[src/rtl/hex_display_pkg.sv]
// rtl/hex_display_pkg.sv - shared types and constants for the HEX display controller
package hex_display_pkg;

   typedef enum logic [1:0] {
      IDLE   = 2'd0,
      SCAN   = 2'd1,
      COMMIT = 2'd2
   } state_e;

   localparam int         DIGIT_W = 4;
   localparam int         SEG_W   = 7;
   localparam logic [6:0] SEG_OFF = 7'h7F;
   localparam logic [7:0] HEX_OFF = 8'hFF;

endpackage

[src/rtl/sevenseg.sv]
// rtl/sevenseg.sv - hex nibble to active-low seven-segment decoder {g,f,e,d,c,b,a}
module sevenseg
   import hex_display_pkg::*;
(
   input  logic [DIGIT_W-1:0] data_i,
   output logic [SEG_W-1:0]   seg_o
);

   // Pure lookup; a segment is lit when its bit is 0.
   always_comb begin
      seg_o = SEG_OFF;
      case (data_i)
         4'h0: seg_o = 7'h40;
         4'h1: seg_o = 7'h79;
         4'h2: seg_o = 7'h24;
         4'h3: seg_o = 7'h30;
         4'h4: seg_o = 7'h19;
         4'h5: seg_o = 7'h12;
         4'h6: seg_o = 7'h02;
         4'h7: seg_o = 7'h78;
         4'h8: seg_o = 7'h00;
         4'h9: seg_o = 7'h10;
         4'hA: seg_o = 7'h08;
         4'hB: seg_o = 7'h03;
         4'hC: seg_o = 7'h46;
         4'hD: seg_o = 7'h21;
         4'hE: seg_o = 7'h06;
         4'hF: seg_o = 7'h0E;
         default: seg_o = SEG_OFF;
      endcase
   end

endmodule

[src/rtl/hex_display_ctrl.sv]
// rtl/hex_display_ctrl.sv - scans a packed hex value through one shared decoder and commits all digits at once
module hex_display_ctrl
   import hex_display_pkg::*;
#(
   parameter int NUM_DIGITS = 6,
   parameter int BLINK_DIV  = 25_000_000
) (
   input  logic                    clk,
   input  logic                    reset_n,
   input  logic                    load_valid,
   output logic                    load_ready,
   input  logic [4*NUM_DIGITS-1:0] value,
   input  logic [NUM_DIGITS-1:0]   blank_mask,
   input  logic [NUM_DIGITS-1:0]   dp_mask,
   input  logic                    lz_en,
   input  logic                    blink_en,
   output logic [8*NUM_DIGITS-1:0] hex,
   output logic                    busy
);

   localparam int IDX_W = $clog2(NUM_DIGITS);
   localparam int CNT_W = $clog2(BLINK_DIV);
   localparam int HEX_W = 8*NUM_DIGITS;

   state_e                  state_q, state_d;
   logic [IDX_W-1:0]        idx_q, idx_d;
   logic                    lz_q, lz_d;
   logic [4*NUM_DIGITS-1:0] val_q, val_d;
   logic [NUM_DIGITS-1:0]   bm_q, bm_d;
   logic [NUM_DIGITS-1:0]   dm_q, dm_d;
   logic [HEX_W-1:0]        shadow_q, shadow_d;
   logic [HEX_W-1:0]        hex_q, hex_d;
   logic [CNT_W-1:0]        cnt_q, cnt_d;
   logic                    phase_on_q, phase_on_d;

   logic [DIGIT_W-1:0]      nibble;
   logic                    cur_bm;
   logic                    cur_dm;
   logic [SEG_W-1:0]        dec_seg;
   logic                    blank;
   logic [7:0]              digit_byte;

   // Single decoder shared by every digit; its input follows the scan index.
   sevenseg u_dec (
      .data_i (nibble),
      .seg_o  (dec_seg)
   );

   // Pick the captured nibble and mask bits of the digit currently being scanned.
   always_comb begin
      nibble = '0;
      cur_bm = 1'b0;
      cur_dm = 1'b0;
      for (int i = 0; i < NUM_DIGITS; i++) begin
         if (idx_q == IDX_W'(i)) begin
            nibble = val_q[i*DIGIT_W +: DIGIT_W];
            cur_bm = bm_q[i];
            cur_dm = dm_q[i];
         end
      end
   end

   // Shadow byte for the scanned digit; a leading-zero blank keeps a requested dp.
   always_comb begin
      blank      = cur_bm | (lz_q & (nibble == '0) & (idx_q != '0));
      digit_byte = {~(cur_dm & ~cur_bm), (blank ? SEG_OFF : dec_seg)};
   end

   // Sequencer next state: capture in IDLE, one digit per cycle in SCAN, publish in COMMIT.
   always_comb begin
      state_d    = state_q;
      idx_d      = idx_q;
      lz_d       = lz_q;
      val_d      = val_q;
      bm_d       = bm_q;
      dm_d       = dm_q;
      shadow_d   = shadow_q;
      hex_d      = hex_q;
      load_ready = 1'b0;
      busy       = 1'b0;
      case (state_q)
         IDLE: begin
            load_ready = 1'b1;
            if (load_valid) begin
               val_d   = value;
               bm_d    = blank_mask;
               dm_d    = dp_mask;
               lz_d    = lz_en;
               idx_d   = IDX_W'(NUM_DIGITS-1);
               state_d = SCAN;
            end
         end
         SCAN: begin
            busy = 1'b1;
            for (int i = 0; i < NUM_DIGITS; i++) begin
               if (idx_q == IDX_W'(i)) begin
                  shadow_d[i*8 +: 8] = digit_byte;
               end
            end
            if (nibble != '0) begin
               lz_d = 1'b0;
            end
            if (idx_q == '0) begin
               state_d = COMMIT;
            end else begin
               idx_d = idx_q - IDX_W'(1);
            end
         end
         COMMIT: begin
            busy    = 1'b1;
            hex_d   = shadow_q;
            state_d = IDLE;
         end
         default: state_d = IDLE;
      endcase
   end

   // Free-running blink divider, independent of the sequencer.
   always_comb begin
      cnt_d      = cnt_q + CNT_W'(1);
      phase_on_d = phase_on_q;
      if (cnt_q == CNT_W'(BLINK_DIV-1)) begin
         cnt_d      = '0;
         phase_on_d = ~phase_on_q;
      end
   end

   // State registers; reset drops any half-built shadow and blanks the display.
   always_ff @(posedge clk or negedge reset_n) begin
      if (!reset_n) begin
         state_q    <= IDLE;
         idx_q      <= '0;
         lz_q       <= 1'b0;
         val_q      <= '0;
         bm_q       <= '0;
         dm_q       <= '0;
         shadow_q   <= {NUM_DIGITS{HEX_OFF}};
         hex_q      <= {NUM_DIGITS{HEX_OFF}};
         cnt_q      <= '0;
         phase_on_q <= 1'b1;
      end else begin
         state_q    <= state_d;
         idx_q      <= idx_d;
         lz_q       <= lz_d;
         val_q      <= val_d;
         bm_q       <= bm_d;
         dm_q       <= dm_d;
         shadow_q   <= shadow_d;
         hex_q      <= hex_d;
         cnt_q      <= cnt_d;
         phase_on_q <= phase_on_d;
      end
   end

   // Blink gate is live so dropping blink_en restores the committed digits right away.
   always_comb begin
      hex = hex_q | {HEX_W{blink_en & ~phase_on_q}};
   end

endmodule
[config.mk]
export PLATFORM = sky130hd
export DESIGN_NAME = hex_display_ctrl
export DESIGN_NICKNAME = d
export VERILOG_FILES = /design/src/rtl/hex_display_pkg.sv /design/src/rtl/sevenseg.sv /design/src/rtl/hex_display_ctrl.sv
export SDC_FILE = /design/constraint.sdc
export NUM_CORES = 1
export LEC_CHECK = 0
export BUFFER_PORTS_ARGS = -buffer_cell sky130_fd_sc_hd__buf_4
export CORE_ASPECT_RATIO = 0.7
export CORE_MARGIN = 2
export CORE_UTILIZATION = 40
export CTS_CLUSTER_DIAMETER = 200
export DETAILED_ROUTE_END_ITERATION = 7
export GPL_TIMING_DRIVEN = 0
export PLACE_DENSITY = 0.7
export REMOVE_ABC_BUFFERS = 1
export SLEW_MARGIN = 40
export SYNTH_ARGS = -nofsm -noshare
export SYNTH_HDL_FRONTEND = slang
export SYNTH_SLANG_ARGS = --single-unit
[constraint.sdc]
create_clock -name clk -period 2.77 [get_ports clk]
set_input_delay 0.831 -clock clk [delete_from_list [all_inputs] [get_ports clk]]
set_output_delay 0.831 -clock clk [all_outputs]
set_load 0.02 [all_outputs]
==> results.cfg <==
[final_layout]
syn_to_final_growth_pct = 28.36
drive_gt1_share_pct = 49.94
utilization_pct = 52.78
multiInputGateArea_sq_mm = 0.003736
n_antenna_cell = 0
ff_latch_area_sq_mm = 0.004229
n_fill_cell = 1672
final_area_sq_mm = 0.01004
fin_nets = 851

[placed_design]
io_buffers = 90
dp_slack_ns = -1.311
dp_hpwl_um = 10930
dpl-instance-area_sq_mm = 0.008816
place_congestion = 0.8663

[power]
p_leak_nw = 4.157
power_mw = 13.13
power-per-cell-area_mw_per_mm2 = 1308
irDropWorstVdd_v = 0.0006726

[route]
wl_um = 17420
first_pass_iters = 5
vias = 5411
vias_per_cell = 5.052
drt_iter0_drc = 397
postRouteAntennaNets = 0
remaining_drc_errors = 0
wl_per_cell_um = 16.26

[setup_path]
crit_path_max_fanout = 6
crit_type = reg2reg
cp-start-kind = flop
worst_setup_path_end_kind = flop
r2r_cells = 12
r2r_end = shadow_q[21]
worstReg2RegStart = idx_q[1]
ff2ff_setup_slack_ns = 0.04
arrival_ns = 3.06
worstPathRequired_ns = 3.10

[clock_network]
htreeDepth = 4
cts_tree = done
postCtsHoldBufs = 0
clk_pin_slew_ns = 0.07
root_buffer = clkbuf_16
clockBufferDepth = 2
cts-buffers-inserted = 17
worstSkewPairLatency_ns = 0.42
cts.sinks = 164

[global_routing]
grt_antenna_before_repair = 0
grt_start_max_net_pins = 70
grt_pass1_wl_um = 27260
grtUsageTotal_pct = 16.84
grt_overflow = 0
grt_pass1_vias = 5165

[logic_synthesis]
synth_largest_area_cell = dfstp_2
synth_edf_count = 0
syn_avg_cell_area_sq_um = 11.42
synth_async_sr_flop_share_pct = 100.0
syn-cell-area_sq_mm = 0.007823
synth-main-ff-cell = dfstp_2
synthTopCellsByArea = dfstp_2, dfrtp_1, mux2_2
syn-instance-count = 685
synth_top_area_share_pct = 32.58
yosysSeqAreaShare_pct = 54.01
ys_types = 64
ys_warn_count = 0
ys_seq_elements = 164

[sta]
setup_violations = 0
rsz0062_at_grt = yes
fin_crit_sh_pct = 98.45
worstMarginPinSlew_ns = 0.7486
maxSlewHeadroom_pct = 50.09
fin_ws_ns = 0.04283
fin_crit_ns = 2.727
drv_slew = 0
fin_worst_skew_ns = 0.01096
hold_viol = 0
max_freq_ghz = 0.3667

[floorplan]
coreArea_sq_mm = 0.01902
rows = 42
start_util_pct = 41.12
fp.dieW_um = 171.1
io_pins = 91
chipHeight_um = 121
die_area_sq_mm = 0.02071

[worst_hold_path]
hold_class = reg2reg
hold_end = shadow_q[34]
hold_start = shadow_q[34]
whs_path_depth = 2

[outcome]
status = complete, no violations

[job]
maxCapViolCount = 0
==> state kept, by name (all words and copies together), names as in the netlist <==
| signal | count |
|---|---|
| bm_q | 6 |
| cnt_q | 25 |
| phase_on_q | 1 |
| lz_q | 1 |
| val_q | 24 |
| idx_q | 3 |
| shadow_q | 48 |
| hex_q | 48 |
| dm_q | 6 |
| state_q | 2 |
==> final cells by class <==
class	count	share of cell area, %
Sequential cell	164	42.12
Multi-Input combinational cell	470	37.21
Timing Repair Buffer	128	11.02
Clock buffer	18	4.274
Tap cell	264	3.290
Clock inverter	14	1.558
Inverter	13	0.5358
==> power breakdown <==
part / internal, mW / total [mW] / leakage [nW] / switching [mW]
clock network: 1.29 / 2.35 / 0.293 / 1.06
registers: 3.81 / 4.37 / 1.84 / 0.558
logic: 2.99 / 6.41 / 2.02 / 3.42
total: 8.09 / 13.1 / 4.16 / 5.04
==> critical path, stage by stage (launching register included) <==
cell	delay [ns]
dfrtp_2	0.44
buf_4	0.15
ha_4	0.18
a221o_1	0.39
a32oi_4	0.20
inv_2	0.10
ha_4	0.17
and3_4	0.16
nor3_4	0.21
a2bb2oi_2	0.12
a221oi_4	0.29
buf_6	0.17
a21oi_2	0.05
==> metal layers <==
metal / GRT usage [%] / part of all wire, % / routed length [um]
met1: 24.67 / 49 / 8583
met2: 25.91 / 46 / 7956
met3: 3.262 / 3.4 / 598
met4: 3.814 / 1.6 / 278
met5: 0 / 0 / 0
==> synth_stat cells, types with 4 or more instances <==
master    number
ha_1          16
nand3b_1       5
nor2b_1       14
a21oi_1       42
nand3_1       15
buf_4          4
dfrtp_1       67
nand2b_1      52
clkbuf_1      22
o21ai_0       11
nand2_1       38
and3_1         6
and2_1         7
mux2_2        85
a31oi_1       18
dfstp_2       97
o21ai_1        9
xor2_1        13
buf_2          8
inv_1         13
xnor2_1       10
nor2_1        68
nor3_1         6
==> cell usage in the layout (no fill, tap or decap), types with 3 or more instances in the layout <==
cell	instances
a31oi_4	3
ha_1	7
buf_6	4
inv_1	9
inv_8	5
nand2_1	36
nor2b_1	14
clkbuf_16	17
a22oi_1	3
o21ai_0	10
xor2_1	13
and2_1	6
nand4_1	3
dfrtp_1	64
and3_1	5
a21oi_1	36
dfrtp_2	3
ha_4	9
buf_16	3
o21ai_1	10
inv_4	5
a31oi_1	14
buf_4	115
nor2_1	68
nand3_1	15
nand2b_1	51
mux2_2	85
inv_6	3
a21oi_2	6
dfstp_2	97
xnor2_1	10
a32oi_4	3
nor3_1	5
nand3b_1	5
buf_12	5
==> how the worst max path moves through the flow <==
stage / slack, ns / startpoint / to / depth (start not counted)
final: 0.04 / idx_q[1] / shadow_q[21] / 12
after global routing: -0.04 / idx_q[0] / shadow_q[20] / 12
after CTS: -0.01 / idx_q[0] / shadow_q[11] / 10
after detailed placement: -1.31 / idx_q[0] / shadow_q[45] / 12
after global placement: -1.37 / idx_q[1] / shadow_q[45] / 12
after floorplan: -0.50 / idx_q[1] / shadow_q[13] / 12
==> what timing repair did <==
action	CTS	global route
resized for setup	43	18
buffers inserted	22	10
endpoints found under the setup margin	47	42
pin swaps	14	23
==> logic make-up (layout without fill, tap and decap cells) <==
logic type	after synthesis	in the layout	share of synthesized area [%]
AND/OR/NAND/NOR	231	231	15.47
flip-flops	164	164	54.01
AO/OA/AOI/OAI	114	114	10.11
multiplexers	86	86	12.41
buffers and inverters	51	173	2.863
XOR/XNOR	23	23	2.575
adder cells (fa/ha/maj)	16	16	2.559
==> stage by stage <==
stage / TNS, ns / cells / hold slack (ns)
6_report: 0 / 1071 / 0.4660
5_1_grt: -0.2255 / 1071 / 0.4835
4_1_cts: -0.04351 / 1061 / 0.4674
3_5_place_dp: -39.50 / 1007 / 0.4562
3_3_place_gp: -79.72 / 1001 / 0.4509
2_1_floorplan: -17.21 / 647 / 0.4426
Note: power is estimated with default switching activity, not from simulation.
